**config.mk**
```make
export PLATFORM = sky130hd
export DESIGN_NAME = loop_step_predict
export DESIGN_NICKNAME = d
export VERILOG_FILES = /design/src/rtl/loop_chk_pkg.sv /design/src/rtl/loop_step_predict.sv
export SDC_FILE = /design/constraint.sdc
export NUM_CORES = 1
export LEC_CHECK = 0
export CORE_ASPECT_RATIO = 0.8
export CORE_UTILIZATION = 25
export DETAILED_ROUTE_END_ITERATION = 16
export PLACE_DENSITY_LB_ADDON = 0.1
export SYNTH_ARGS = -nofsm -noshare
export SYNTH_HDL_FRONTEND = slang
export SYNTH_SLANG_ARGS = --single-unit
```
**constraint.sdc**
```tcl
create_clock -name vclk -period 4.15
set_input_delay 1.245 -clock vclk [all_inputs]
set_output_delay 1.245 -clock vclk [all_outputs]
set_load 0.02 [all_outputs]
```
**src/rtl/loop_chk_pkg.sv**
```systemverilog
// Shared types and constants for the loop exit checker: FSM states, error codes,
// loop step sizes and the counter width.
package loop_chk_pkg;

  localparam int CNT_W  = 16;
  localparam int STEP_I = 2;
  localparam int STEP_J = 1;

  typedef enum logic [1:0] {
    ST_IDLE = 2'd0,
    ST_RUN  = 2'd1,
    ST_DONE = 2'd2,
    ST_FAIL = 2'd3
  } state_t;

  typedef enum logic [2:0] {
    ERR_NONE     = 3'd0,
    ERR_INIT     = 3'd1,
    ERR_STEP     = 3'd2,
    ERR_INVAR    = 3'd3,
    ERR_EXITVAL  = 3'd4,
    ERR_COUNT    = 3'd5,
    ERR_OVERSTEP = 3'd6
  } err_t;

  // Increment that sticks at all-ones instead of wrapping.
  function automatic logic [CNT_W-1:0] sat_inc(input logic [CNT_W-1:0] v);
    return (v == {CNT_W{1'b1}}) ? v : v + 1'b1;
  endfunction

endpackage

```
**src/rtl/loop_step_predict.sv**
```systemverilog
// Combinational prediction of the loop stage's next i/j from the previous sample
// and the selector the stage was driven with.
module loop_step_predict
  import loop_chk_pkg::*;
#(
  parameter int W = 15
) (
  input  logic [W-1:0] prev_i,
  input  logic [W-1:0] prev_j,
  input  logic         sel_q,
  output logic         active,
  output logic [W-1:0] exp_i,
  output logic [W-1:0] exp_j
);

  // Unsigned compare; arithmetic wraps mod 2^W so a broken stage shows up as a mismatch.
  assign active = sel_q && (prev_j >= prev_i);
  assign exp_i  = active ? prev_i + W'(STEP_I) : prev_i;
  assign exp_j  = active ? prev_j - W'(STEP_J) : prev_j;

endmodule

```
**Word-level counts from Yosys, hierarchy flattened**

Index checks and enable logic that the tools add are counted.

- Add/sub/neg operators: 2
- $mul: 0
- Divide/modulo/power cells: 0
- Order comparisons: 1
- Equal/unequal tests: 0
- Shift operators: 0
- Multiplexer cells: 2
- Bitwise operators: 0
- Reduce and logical (&&, ||, !) cells: 1

Operator list:

| operator | count |
|---|---|
| $mux W15 | 2 |
| $add A15 B2 Y15 const B | 1 |
| $ge A15 B15 Y1 | 1 |
| $sub A15 B1 Y15 const B | 1 |
| $logic_and A1 B1 Y1 | 1 |

- Flip-flop bits (word level): 0
- Bits in latches: 0
- Bits in writable memories: 0
- ROM bits: 0
- Output and inout bits: 31
- Logic and storage cells: 6
- Memories: 0

**Logic depth before layout (Yosys ltp)**

- Word-level depth: 3
- Gate-level depth with buffers: 9
- Gate-level depth less buffers: 8

**Worst setup path after synthesis**

OpenSTA, ideal clock, no wires.

- Kind: input -> output
- Start point: in prev_i[12]
- End point: out exp_i[12]
- Arrival: 3038 ps
- Path slack: -133 ps
- Stages: 8
- Path buffers: 1
- Cell sequence: inv_1 -> ha_1 -> nand3_1 -> or2_4 -> o41ai_4 -> buf_6 -> nand4_1 -> xnor2_1

- Word-level cells in the longest chain between the ends: 3
- Elaborated cells on any way between the ends: 4

RTL lines:

| item | line | source |
|---|---|---|
| from (decl) | loop_step_predict.sv:8 | `input logic [W-1:0] prev_i,` |
| $ge A15 B15 Y1 | loop_step_predict.sv:17 | `assign active = sel_q && (prev_j >= prev_i);` |
| $logic_and A1 B1 Y1 | loop_step_predict.sv:17 |  |
| $mux W15 (*) | loop_step_predict.sv:18 | `assign exp_i = active ? prev_i + W'(STEP_I) : prev_i;` |
| to (decl) | loop_step_predict.sv:12 | `output logic [W-1:0] exp_i,` |

Mark *: on every way between the ends. The rest lies on a longest branch, timed or not.

**Final worst setup path**

- Start point: in prev_j[0]
- End point: out exp_i[7]

- Word-level cells in the longest chain between the ends: 3

RTL lines:

| item | line | source |
|---|---|---|
| from (decl) | loop_step_predict.sv:9 | `input logic [W-1:0] prev_j,` |
| $ge A15 B15 Y1 | loop_step_predict.sv:17 |  |
| $logic_and A1 B1 Y1 | loop_step_predict.sv:17 |  |
| $mux W15 | loop_step_predict.sv:18 |  |

No other way between the ends.

==> results.toml <==
[status]
outcome = "finished, violations left"
failed_checks = "negative setup slack"

[route]
drc = 0
drt_wl_total_um = 4350
via_per_inst = 4.63
avgRoutedWirePerCell_um = 14.0
vias = 1434
first_pass_iters = 4
drt_iter0_drc = 49
postRouteAntennaNets = 0

[sta]
slew_violations = 0
setup_viol = 30
hold_viol = 0
max_freq_ghz = 0.225
tightest_slew_ns = 0.507
fin_ws_ns = -0.292
holdWs_ns = 2.80
post-route-min-period_ns = 4.44
min_period_over_period = 1.07
rsz0062_at_grt = "true"
max_slew_margin = 0.659

[place]
io_buffers = 62
place_area_um2 = 2090
place_congestion = 0.782
post-place-ws_ns = -1.12
dp_hpwl_um = 2890

[final_layout]
ff_latch_area_um2 = 0
design_area_um2 = 2590
nets = 305
drive_gt1_frac = 0.757
area_delta_synth_final_pct = 161
fillerInstances = 300
multi_input_area_um2 = 1460
clkbuf_count = 0
n_antenna_cell = 0
design.seq.count = 0
post-route-util = 0.681

[synth]
yosysWarnings = 0
yosysUniqueCellTypes = 27
synth_area_leaders = "xnor2_1 24%, ha_1 21%, inv_1 6.8%, nand2_1 6.4%, nand4_1 5.7%"
yosys.area.top_type = "xnor2_1"
synth.avg_cell_area_um2 = 6.99
syn_inst = 142
synth_top_area_share = 0.238
synth-adder-area-share = 0.214
synthXorXnorAreaFrac = 0.238
synth.most_common_cell = "xnor2_1"
synth_simple_gate_area_frac = 0.320
synth_top_family_by_area = "simple AND/OR/NAND/NOR gates"
synth_commonest_cells = "27 x xnor2_1, 18 x inv_1, 17 x ha_1, 17 x nand2_1"
synth_nets = 190
ys_seq_area_frac = 0
synthMuxAreaShare = 0
synth_compound_area_frac = 0.113
syn_area_um2 = 992

[pwr]
combPwrFrac = 1.000
power_mw = 0.293
powerDensity_nw_per_um2 = 113
p_clk_frac = 0
p_seq_frac = 0
p_switching_mw = 0.140
vdd_drop_max_uv = 67.7
intPower_mw = 0.153
power_leakage_nw = 1.31
switching_share = 0.478

[floorplanning]
rows = 20
start_util = 0.261
fp.coreArea_um2 = 3800
die_area_um2 = 4230
die_h_um = 58.3
io_pins = 62
die_w_um = 72.4

[global_routing]
grt_pass1_wl_um = 6820
antenna_found_initial = 0
grt_max_degree = 9
grt_pass1_vias = 1465
grt-ovfl-total = 0
globalRouteTotalUtil = 0.201

[critical_path]
worstPathCellList = "buf_6, inv_4, ha_4, nand2b_4, a211o_1, a211oi_4, o41ai_4, buf_4, buf_6, buf_12, nand2_4, xnor2_2, buf_4"
cp.required_ns = 2.90
crit_path_end_kind = "output port"
crit_fanout = 7
crit_type = "input port to output port"
startpoint = "prev_j[0]"
cp-start-kind = "input port"
cp.arrival_ns = 3.20
slowest_delay_ns = 0.33
crit_slowest_cell = "a211o_1"

[min_path]
min-delay-start = "prev_j[11]"
hp-class = "input port to output port"

[run]
maxCapViolations = 0
power groups by stage:
| stage | registers, mW | clock network (mW) | logic (mW) |
|---|---|---|---|
| 2_1_floorplan | 0 | 0 | 0.102 |
| 3_3_place_gp | 0 | 0 | 0.219 |
| 3_5_place_dp | 0 | 0 | 0.224 |
| 4_1_cts | 0 | 0 | 0.259 |
| 5_1_grt | 0 | 0 | 0.314 |
| 6_report | 0 | 0 | 0.293 |
cell families (layout without fill, tap and decap cells):
group | count (synthesis) | count (layout)
compound gates | 14 | 14
fa+ha+maj | 17 | 17
simple gates | 61 | 61
buf+inv | 23 | 136
xor+xnor | 27 | 27
worst max-delay path: cells and delay by family:
kind	cells	cell delay, ns
and+or+nand+nor	2	0.19
AOI/OAI and AO/OA	3	0.74
xor gates and xnor gates	1	0.11
buffers and inverters	6	0.73
adders and majority gates	1	0.18
path summary, 6_finish.rpt:
path                     to  slack (ns)  depth (start not counted)
hold / removal    exp_j[11]        2.80                          3
setup / recovery   exp_i[7]       -0.29                         13
routing by layer:
layer  routed length (µm)  GRT usage  vias to the layer above
met2                 2280      0.371                       41
met3                  184    0.00685                        4
met5                    0          0                        -
met4                   31     0.0224                        0
met1                 1850      0.271                      670
li1                     -          -                      719
metrics by stage:
stage          cells  setup TNS [ns]
2_1_floorplan    142         -0.0785
3_3_place_gp     298          -30.16
3_5_place_dp     298          -31.70
4_1_cts          306           -5.27
5_1_grt          310           -8.12
6_report         310           -6.33
layout make-up:
| cell class | count | area share |
|---|---|---|
| Inverter | 18 | 0.0280 |
| Multi-Input combinational cell | 119 | 0.562 |
| Timing Repair Buffer | 118 | 0.383 |
| Tap cell | 55 | 0.0266 |
placed cells by master, fill, tap and decap left out, types with 2 or more instances in the layout:
| cell type | count |
|---|---|
| nor2_1 | 5 |
| inv_4 | 2 |
| xnor2_2 | 24 |
| nand2_2 | 2 |
| nand3_4 | 6 |
| nor3_1 | 4 |
| nand3b_1 | 2 |
| dlygate4sd2_1 | 5 |
| clkdlybuf4s15_1 | 4 |
| buf_4 | 70 |
| buf_12 | 2 |
| nor2_2 | 2 |
| ha_1 | 5 |
| xnor2_1 | 2 |
| inv_1 | 5 |
| nand2_1 | 5 |
| a21oi_1 | 4 |
| nand2b_1 | 2 |
| clkbuf_2 | 2 |
| nand4_1 | 9 |
| buf_6 | 17 |
| o21ai_0 | 2 |
| clkdlybuf4s15_2 | 4 |
| nor2_4 | 2 |
| inv_2 | 11 |
| nor4_1 | 4 |
| nor3_4 | 2 |
| buf_2 | 12 |
| nor4_2 | 2 |
| ha_4 | 11 |
| nand2_4 | 10 |
timing repair:
item | 4_1_cts | 5_1_grt
pin swaps | 36 | 22
endpoints found under the setup margin | 30 | 30
cloned | 2 | 0
gates resized for setup | 321 | 48
setup buffers | 6 | 4
hold buffers | 0 | 0
Note: power is estimated with default switching activity, not from simulation.
